**config.mk**
```make
export PLATFORM = sky130hd
export DESIGN_NAME = boruss_mem_arbiter
export DESIGN_NICKNAME = d
export VERILOG_FILES = /design/src/rtl/boruss_mem_arbiter.sv
export SDC_FILE = /design/constraint.sdc
export NUM_CORES = 1
export LEC_CHECK = 0
export BUFFER_PORTS_ARGS = -buffer_cell sky130_fd_sc_hd__buf_4
export CAP_MARGIN = 5
export CORE_MARGIN = 4
export CORE_UTILIZATION = 26
export DETAILED_ROUTE_END_ITERATION = 12
export GPL_TIMING_DRIVEN = 0
export MAX_ROUTING_LAYER = met4
export SLEW_MARGIN = 10
export SYNTH_ARGS = -nofsm -noshare
export SYNTH_HDL_FRONTEND = slang
export SYNTH_SLANG_ARGS = --single-unit
```
**constraint.sdc**
```tcl
create_clock -name clk -period 2.3 [get_ports clk]
set_input_delay 0.345 -clock clk [delete_from_list [all_inputs] [get_ports clk]]
set_output_delay 0.345 -clock clk [all_outputs]
set_load 0.005 [all_outputs]
```
**src/rtl/boruss_mem_arbiter.sv**
```systemverilog
// rtl/boruss_mem_arbiter.sv - two-port arbiter sequencing single accesses onto the memory controller data port
module boruss_mem_arbiter #(
  parameter int READ_LATENCY  = 1,
  parameter int PRIORITY_MODE = 0
) (
  input  logic       clk,
  input  logic       reset,
  input  logic       req0,
  input  logic       req1,
  input  logic       we0,
  input  logic       we1,
  input  logic       sel0,
  input  logic       sel1,
  input  logic [7:0] addr0,
  input  logic [7:0] addr1,
  input  logic [7:0] wdata0,
  input  logic [7:0] wdata1,
  output logic       ack0,
  output logic       ack1,
  output logic [7:0] rdata0,
  output logic [7:0] rdata1,
  output logic [7:0] mem_addr,
  output logic [7:0] mem_data_in,
  output logic       mem_write_enable,
  output logic       mem_read_enable,
  output logic       mem_map_select,
  input  logic [7:0] mem_data_out,
  output logic       busy,
  output logic       grant_id
);

  typedef enum logic [1:0] {
    IDLE  = 2'd0,
    ISSUE = 2'd1,
    WAIT  = 2'd2,
    ACK   = 2'd3
  } state_t;

  localparam logic [2:0] LAT = 3'(READ_LATENCY);

  state_t     state;
  logic [2:0] wait_cnt;
  logic       last_grant;
  logic       lat_we;
  logic       winner;

  // Round-robin only matters on a tie; a sole requester always wins.
  always_comb begin
    winner = 1'b0;
    if (PRIORITY_MODE == 1) begin
      winner = ~req0;
    end else if (req0 && req1) begin
      winner = ~last_grant;
    end else begin
      winner = ~req0;
    end
  end

  always_ff @(posedge clk or negedge reset) begin
    if (!reset) begin
      state            <= IDLE;
      wait_cnt         <= 3'd0;
      last_grant       <= 1'b1;
      lat_we           <= 1'b0;
      ack0             <= 1'b0;
      ack1             <= 1'b0;
      rdata0           <= 8'd0;
      rdata1           <= 8'd0;
      mem_addr         <= 8'd0;
      mem_data_in      <= 8'd0;
      mem_write_enable <= 1'b0;
      mem_read_enable  <= 1'b0;
      mem_map_select   <= 1'b0;
      busy             <= 1'b0;
      grant_id         <= 1'b0;
    end else begin
      case (state)
        IDLE: begin
          if (req0 || req1) begin
            grant_id         <= winner;
            last_grant       <= winner;
            lat_we           <= winner ? we1 : we0;
            mem_addr         <= winner ? addr1 : addr0;
            mem_data_in      <= winner ? wdata1 : wdata0;
            mem_map_select   <= winner ? sel1 : sel0;
            mem_write_enable <= winner ? we1 : we0;
            mem_read_enable  <= winner ? ~we1 : ~we0;
            busy             <= 1'b1;
            state            <= ISSUE;
          end
        end
        ISSUE: begin
          // The enable pulse lives for exactly this one cycle.
          mem_addr         <= 8'd0;
          mem_data_in      <= 8'd0;
          mem_map_select   <= 1'b0;
          mem_write_enable <= 1'b0;
          mem_read_enable  <= 1'b0;
          if (lat_we) begin
            ack0  <= ~grant_id;
            ack1  <= grant_id;
            state <= ACK;
          end else begin
            wait_cnt <= LAT;
            state    <= WAIT;
          end
        end
        WAIT: begin
          if (wait_cnt <= 3'd1) begin
            wait_cnt <= 3'd0;
            if (grant_id) begin
              rdata1 <= mem_data_out;
              ack1   <= 1'b1;
            end else begin
              rdata0 <= mem_data_out;
              ack0   <= 1'b1;
            end
            state <= ACK;
          end else begin
            wait_cnt <= wait_cnt - 3'd1;
          end
        end
        ACK: begin
          ack0   <= 1'b0;
          ack1   <= 1'b0;
          rdata0 <= 8'd0;
          rdata1 <= 8'd0;
          busy   <= 1'b0;
          state  <= IDLE;
        end
        default: begin
          state <= IDLE;
        end
      endcase
    end
  end

endmodule
```
==> results.cfg, run 1 <==
[synth]
synth_area_mm2 = 0.00231
async_flop_share_pct = 100
yosysWarnings = 0
ys.flop_type = dfrtp_1
synth_area_per_cell_um2 = 11.2
synth_cells = 207
synth-seq-cells = 46
synth-edff-count = 0
synth_cell_types = 33
ys_seq_area_share_pct = 49.8
mappedNetlistNets = 262

[power_and_ir_drop]
peakVddDrop_mv = 0.361
leakagePower_nw = 1.63
switching_share_pct = 38.5
combPwrFrac_pct = 48.2
p_sw_mw = 1.42
total_power_mw = 3.69
power_per_cell_area_mw_per_mm2 = 1160
pwr-share-clk_pct = 14.4
internal-power_mw = 2.27
p_seq_share_pct = 37.4

[die]
chipHeight_um = 102
start_util_pct = 26.6
core_area_mm2 = 0.00868
rows = 34
die-width_um = 102
dieArea_mm2 = 0.0105
ioPinCount = 87

[clocking]
cts.sink_count = 46
cts_hold_buf = 0
cts_buffers = 5
clk-insertion-delay-late_ns = 0.30
cts_root_buf = clkbuf_8
tritoncts = done
post-cts-setup-buffers = 0
htreeDepth = 2
cts_resized = 1
path_clk_slew_ns = 0.10
cts_buffer_depth = 2

[worst_setup_path]
worstPathRequired_ns = 2.53
timing.rr.end = mem_data_in[0]
reg2reg_slack_ns = 0.21
crit-reg2reg-launch = state[1]
crit_arrival_ns = 2.32
cp_common_cell = clkbuf_1
cpMaxStageDelayCell = o21ai_2
worstPathCellList = inv_1 -> ha_1 -> clkbuf_1 -> o21ai_2 -> clkbuf_1 -> o2bb2ai_1
cp-start-kind = flop
reg2reg_depth = 6
criticalPathCategory = reg -> reg
critical-path-max-stage-delay_ns = 0.45
critPathCaptureType = flop
path_buf_inv = 3
critical-path-top-delay-family = buffers and inverters
worstPathMaxFanout = 10

[timing]
fin_crit_ns = 2.09
max_slew_margin_pct = 59.6
slew_viol_final = 0
fin_skew_ns = 0.0130
period_share_pct = 91.0
setup_violations = 0
tightest_slew_ns = 0.607
grt_setup_unrepaired = no
finalHoldViolCount = 0
setup_ws_ns = 0.207
fmax_mhz = 478

[detailed_routing]
drt_iter0_drc = 77
vias_per_cell = 4.74
wl_per_cell_um = 14.4
postRouteAntennaNets = 0
wl_um = 5890
firstDrtPassIters = 4
num_vias = 1938
remaining_drc_errors = 0

[grt]
grt_start_max_net_pins = 47
antenna_found_initial = 0
track_usage_pct = 12.3
overflow = 0
grt_pass1_wl_um = 9850
grt_pass1_vias = 2049

[finish]
num_antenna_cells = 0
nets = 355
syn_to_final_growth_pct = 38.1
drive_above_1_share_pct = 36.5
fin_cells = 409
utilization_pct = 36.8

[placement]
dp.cells = 401
place_hpwl_um = 4310
pre_cts_ws_ns = -0.00297
place.gp.congestion = 0.719
place.port_buffers = 86

[flow_run]
maxCapViolations = 0

[outcome]
status = finished, final reports clean

[min_path]
worstHoldPathType = in -> async
routing by layer:
layer | vias up | track usage, % | wire, um
li1 | 948 | - | -
met1 | 920 | 14.9 | 2770
met3 | 4 | 3.41 | 415
met5 | - | - | 0
met4 | 0 | 3.13 | 40
met2 | 66 | 20.3 | 2660
sequential cells by signal, indices dropped and copies added (netlist names):
register and cells:
ack0 1, ack1 1, busy 1, grant_id 1, last_grant 1, lat_we 1
mem_addr 8, mem_data_in 8, mem_map_select 1, mem_read_enable 1, mem_write_enable 1, rdata0 8
rdata1 8, state 2, wait_cnt 3
cell usage in the layout (no fill, tap or decap), drive strengths merged, types with 2 or more instances in the layout:
master	n
nor3	2
or3	2
o21ai	22
ha	7
mux2i	36
buf	94
o31ai	2
dfrtp	45
clkbuf	11
nand2	6
a41oi	2
inv	7
o2bb2ai	18
nor2	8
nand3	18
a21oi	7
power groups by stage:
stage	clock (mW)	combinational [mW]	sequential [mW]
floorplan	0	1.06	1.37
global placement	0	1.77	1.39
detailed placement	0	1.81	1.39
CTS	0.563	1.82	1.38
global route	0.588	2.00	1.43
finish	0.530	1.78	1.38
cell type report:
class | count | area, um^2
sequential | 46 | 1150
clock inverter | 2 | 12.5
timing repair buffer | 86 | 646
clock buffer | 6 | 82.6
multi-input combinational | 141 | 1050
inverter | 7 | 26.3
fill | 902 | 5480
tap | 108 | 135
buffer | 13 | 93.8
stage by stage:
step / setup TNS, ns / hold WS [ns] / cell area, um^2
final: 0 / 0.0495 / 3190
after CTS: 0 / 0.0761 / 3190
after detailed placement: -0.00297 / 0.411 / 3090
after global routing: 0 / 0.107 / 3190
after floorplan: 0 / 0.0494 / 2310
after global placement: -0.00160 / 0.400 / 3090
synthesized netlist by cell type (2+ instances only):
cell type  instances  area share (%)
a21oi_1            7             1.5
a41oi_1            2            0.76
buf_2              3            0.65
buf_6              2            0.97
buf_8              2             1.3
clkbuf_1           5            0.81
dfrtp_1           45              49
ha_1               7             3.8
inv_1              7             1.1
mux2i_1           36              16
nand2_1            6            0.97
nand3_1           18             3.9
nor2_1             8             1.3
nor3_1             2            0.43
o21ai_0           16             3.5
o21ai_1            5             1.1
o2bb2ai_1         18             6.8
o31ai_1            2            0.65
or3_1              2            0.54
kinds of logic after synthesis:
group | after synthesis | synth area share, %
muxes | 37 | 16.1
and+or+nand+nor | 42 | 8.98
buffers and inverters | 20 | 5.20
DFF | 46 | 49.8
AOI/OAI and AO/OA | 55 | 16.1
adders and majority gates | 7 | 3.79
worst max path at each step:
| stage | from | endpoint | slack [ns] | cells past startpoint |
|---|---|---|---|---|
| after CTS | state[1] | mem_addr[3] | 0.16 | 7 |
| after floorplan | state[1] | mem_write_enable | 0.50 | 6 |
| after global routing | state[1] | mem_addr[3] | 0.007 | 6 |
| after detailed placement | state[1] | mem_map_select | -0.003 | 6 |
| after global placement | state[1] | mem_addr[5] | -0.001 | 6 |
| final | state[1] | mem_data_in[0] | 0.21 | 6 |
No activity file was read; power rests on OpenSTA's default activity.
==> run 2: changes to the inputs <==
--- a/config.mk
+++ b/config.mk
@@ -8,10 +8,11 @@
 export BUFFER_PORTS_ARGS = -buffer_cell sky130_fd_sc_hd__buf_4
 export CAP_MARGIN = 5
 export CORE_MARGIN = 4
-export CORE_UTILIZATION = 26
+export CORE_UTILIZATION = 40
 export DETAILED_ROUTE_END_ITERATION = 12
 export GPL_TIMING_DRIVEN = 0
 export MAX_ROUTING_LAYER = met4
+export PLACE_DENSITY = 0.67
 export SLEW_MARGIN = 10
 export SYNTH_ARGS = -nofsm -noshare
 export SYNTH_HDL_FRONTEND = slang
==> results.cfg, run 2 (synthesized netlist as in run 1, its figures left out) <==
[clocking]
cts_root_buf = clkbuf_8
cts_buffers = 5
cts.sink_count = 46
clk-insertion-delay-late_ns = 0.30
cts_buffer_depth = 2
htreeDepth = 2
tritoncts = done
path_clk_slew_ns = 0.09

[worst_setup_path]
critPathCaptureType = flop
startpoint = state[1]
reg2reg_depth = 7
crit-reg2reg-launch = state[1]
worstPathCellList = inv_1 -> ha_1 -> o21ai_1 -> or2_2 -> buf_2 -> buf_2 -> o2bb2ai_1
worstPathRequired_ns = 2.52
cpMaxStageDelayCell = dfrtp_1
timing.rr.end = mem_addr[3]
worstPathMaxFanout = 10
cp_common_cell = buf_2
cp-start-kind = flop
crit_arrival_ns = 2.27
reg2reg_slack_ns = 0.26
critical-path-top-delay-family = buffers and inverters
criticalPathCategory = reg -> reg
path_buf_inv = 3
critical-path-max-stage-delay_ns = 0.45

[finish]
syn_to_final_growth_pct = 38.2
layout_commonest_cell = buf_4
nFillCells = 508
layout_common_cells = buf_4, dfrtp_1, mux2i_1, o2bb2ai_1, nand3_1
seq_area_mm2 = 0.00115
num_antenna_cells = 0
nets = 355
utilization_pct = 57.7
multi_input_area_mm2 = 0.00104
drive_above_1_share_pct = 36.5

[outcome]
status = finished, final reports clean

[placement]
pre_cts_ws_ns = 0.0400
place.port_buffers = 86
place.gp.congestion = 0.795
place_hpwl_um = 4140

[timing]
tightest_slew_ns = 0.587
setup_violations = 0
fin_skew_ns = 0.00673
grt_setup_unrepaired = no
period_share_pct = 88.8
fmax_mhz = 490
fin_crit_ns = 2.04
setup_ws_ns = 0.257
finalHoldViolCount = 0
hold_slack_ns = 0.0466
slew_viol_final = 0
max_slew_margin_pct = 60.8
fin_tns_setup_ns = 0

[power_and_ir_drop]
p_sw_mw = 1.41
switching_share_pct = 36.1
peakVddDrop_mv = 0.445
leakagePower_nw = 1.66
total_power_mw = 3.90
power_per_cell_area_mw_per_mm2 = 1220
pwr-share-clk_pct = 19.1
combPwrFrac_pct = 45.3
internal-power_mw = 2.49
p_seq_share_pct = 35.6

[die]
chipHeight_um = 84.0
ioPinCount = 87
dieArea_mm2 = 0.00706
die-width_um = 84.0
rows = 27
core_area_mm2 = 0.00554
start_util_pct = 41.7

[grt]
grt_pass1_vias = 2037
grt_start_max_net_pins = 47
track_usage_pct = 17.4
grt_pass1_wl_um = 9850
antenna_found_initial = 0
overflow = 0

[detailed_routing]
wl_um = 5590
remaining_drc_errors = 0
firstDrtPassIters = 4
wl_per_cell_um = 15.0
vias_per_cell = 5.17
drt_iter0_drc = 86
num_vias = 1927
postRouteAntennaNets = 0

[flow_run]
maxCapViolations = 0

[min_path]
worstHoldPathType = in -> async
[run 2: layer usage]
metal / routed length (um) / global-route usage, %
met3: 441 / 5.23
met4: 39 / 3.51
met5: 0 / -
met2: 2650 / 27.4
met1: 2450 / 22.2
[run 2: power groups by stage]
stage | sequential [mW] | combinational (mW) | clock (mW)
after detailed placement | 1.40 | 1.79 | 0
final | 1.39 | 1.77 | 0.744
after floorplan | 1.37 | 1.06 | 0
after global placement | 1.39 | 1.74 | 0
after global routing | 1.44 | 2.00 | 0.786
after CTS | 1.39 | 1.79 | 0.753
[run 2: worst reg2reg max path: stages (launching register included)]
cell	delay [ns]
dfrtp_1	0.45
inv_1	0.19
ha_1	0.31
o21ai_1	0.18
or2_2	0.30
buf_2	0.18
buf_2	0.20
o2bb2ai_1	0.16
[run 2: area by class of cell]
class | count | area share (%)
Buffer | 13 | 2.98
Clock buffer | 6 | 2.58
Clock inverter | 2 | 1.88
Inverter | 7 | 0.822
Multi-Input combinational cell | 141 | 32.7
Sequential cell | 46 | 36.1
Tap cell | 72 | 2.82
Timing Repair Buffer | 86 | 20.2
[run 2: how the worst max path moves through the flow]
stage          slack (ns)               end  cells after the start
4_1_cts             0.008       mem_addr[3]                      6
3_5_place_dp         0.04       mem_addr[3]                      6
6_report             0.26       mem_addr[3]                      7
2_1_floorplan        0.50  mem_write_enable                      6
5_1_grt              0.08       mem_addr[3]                      7
3_3_place_gp         0.05    mem_map_select                      6
[run 2: stage by stage]
stage | cell area, um^2 | instances
after global routing | 3200 | 373
after CTS | 3190 | 373
after floorplan | 2310 | 207
after global placement | 3050 | 365
after detailed placement | 3050 | 365
final | 3200 | 373
[run 2: timing repair]
action / in CTS / in global routing
hold buffers: 0 / 0
buffers inserted: 0 / 0
setup endpoints to repair: 0 / 10
gates resized for setup: 0 / 4
hold endpoints to repair: 0 / 0
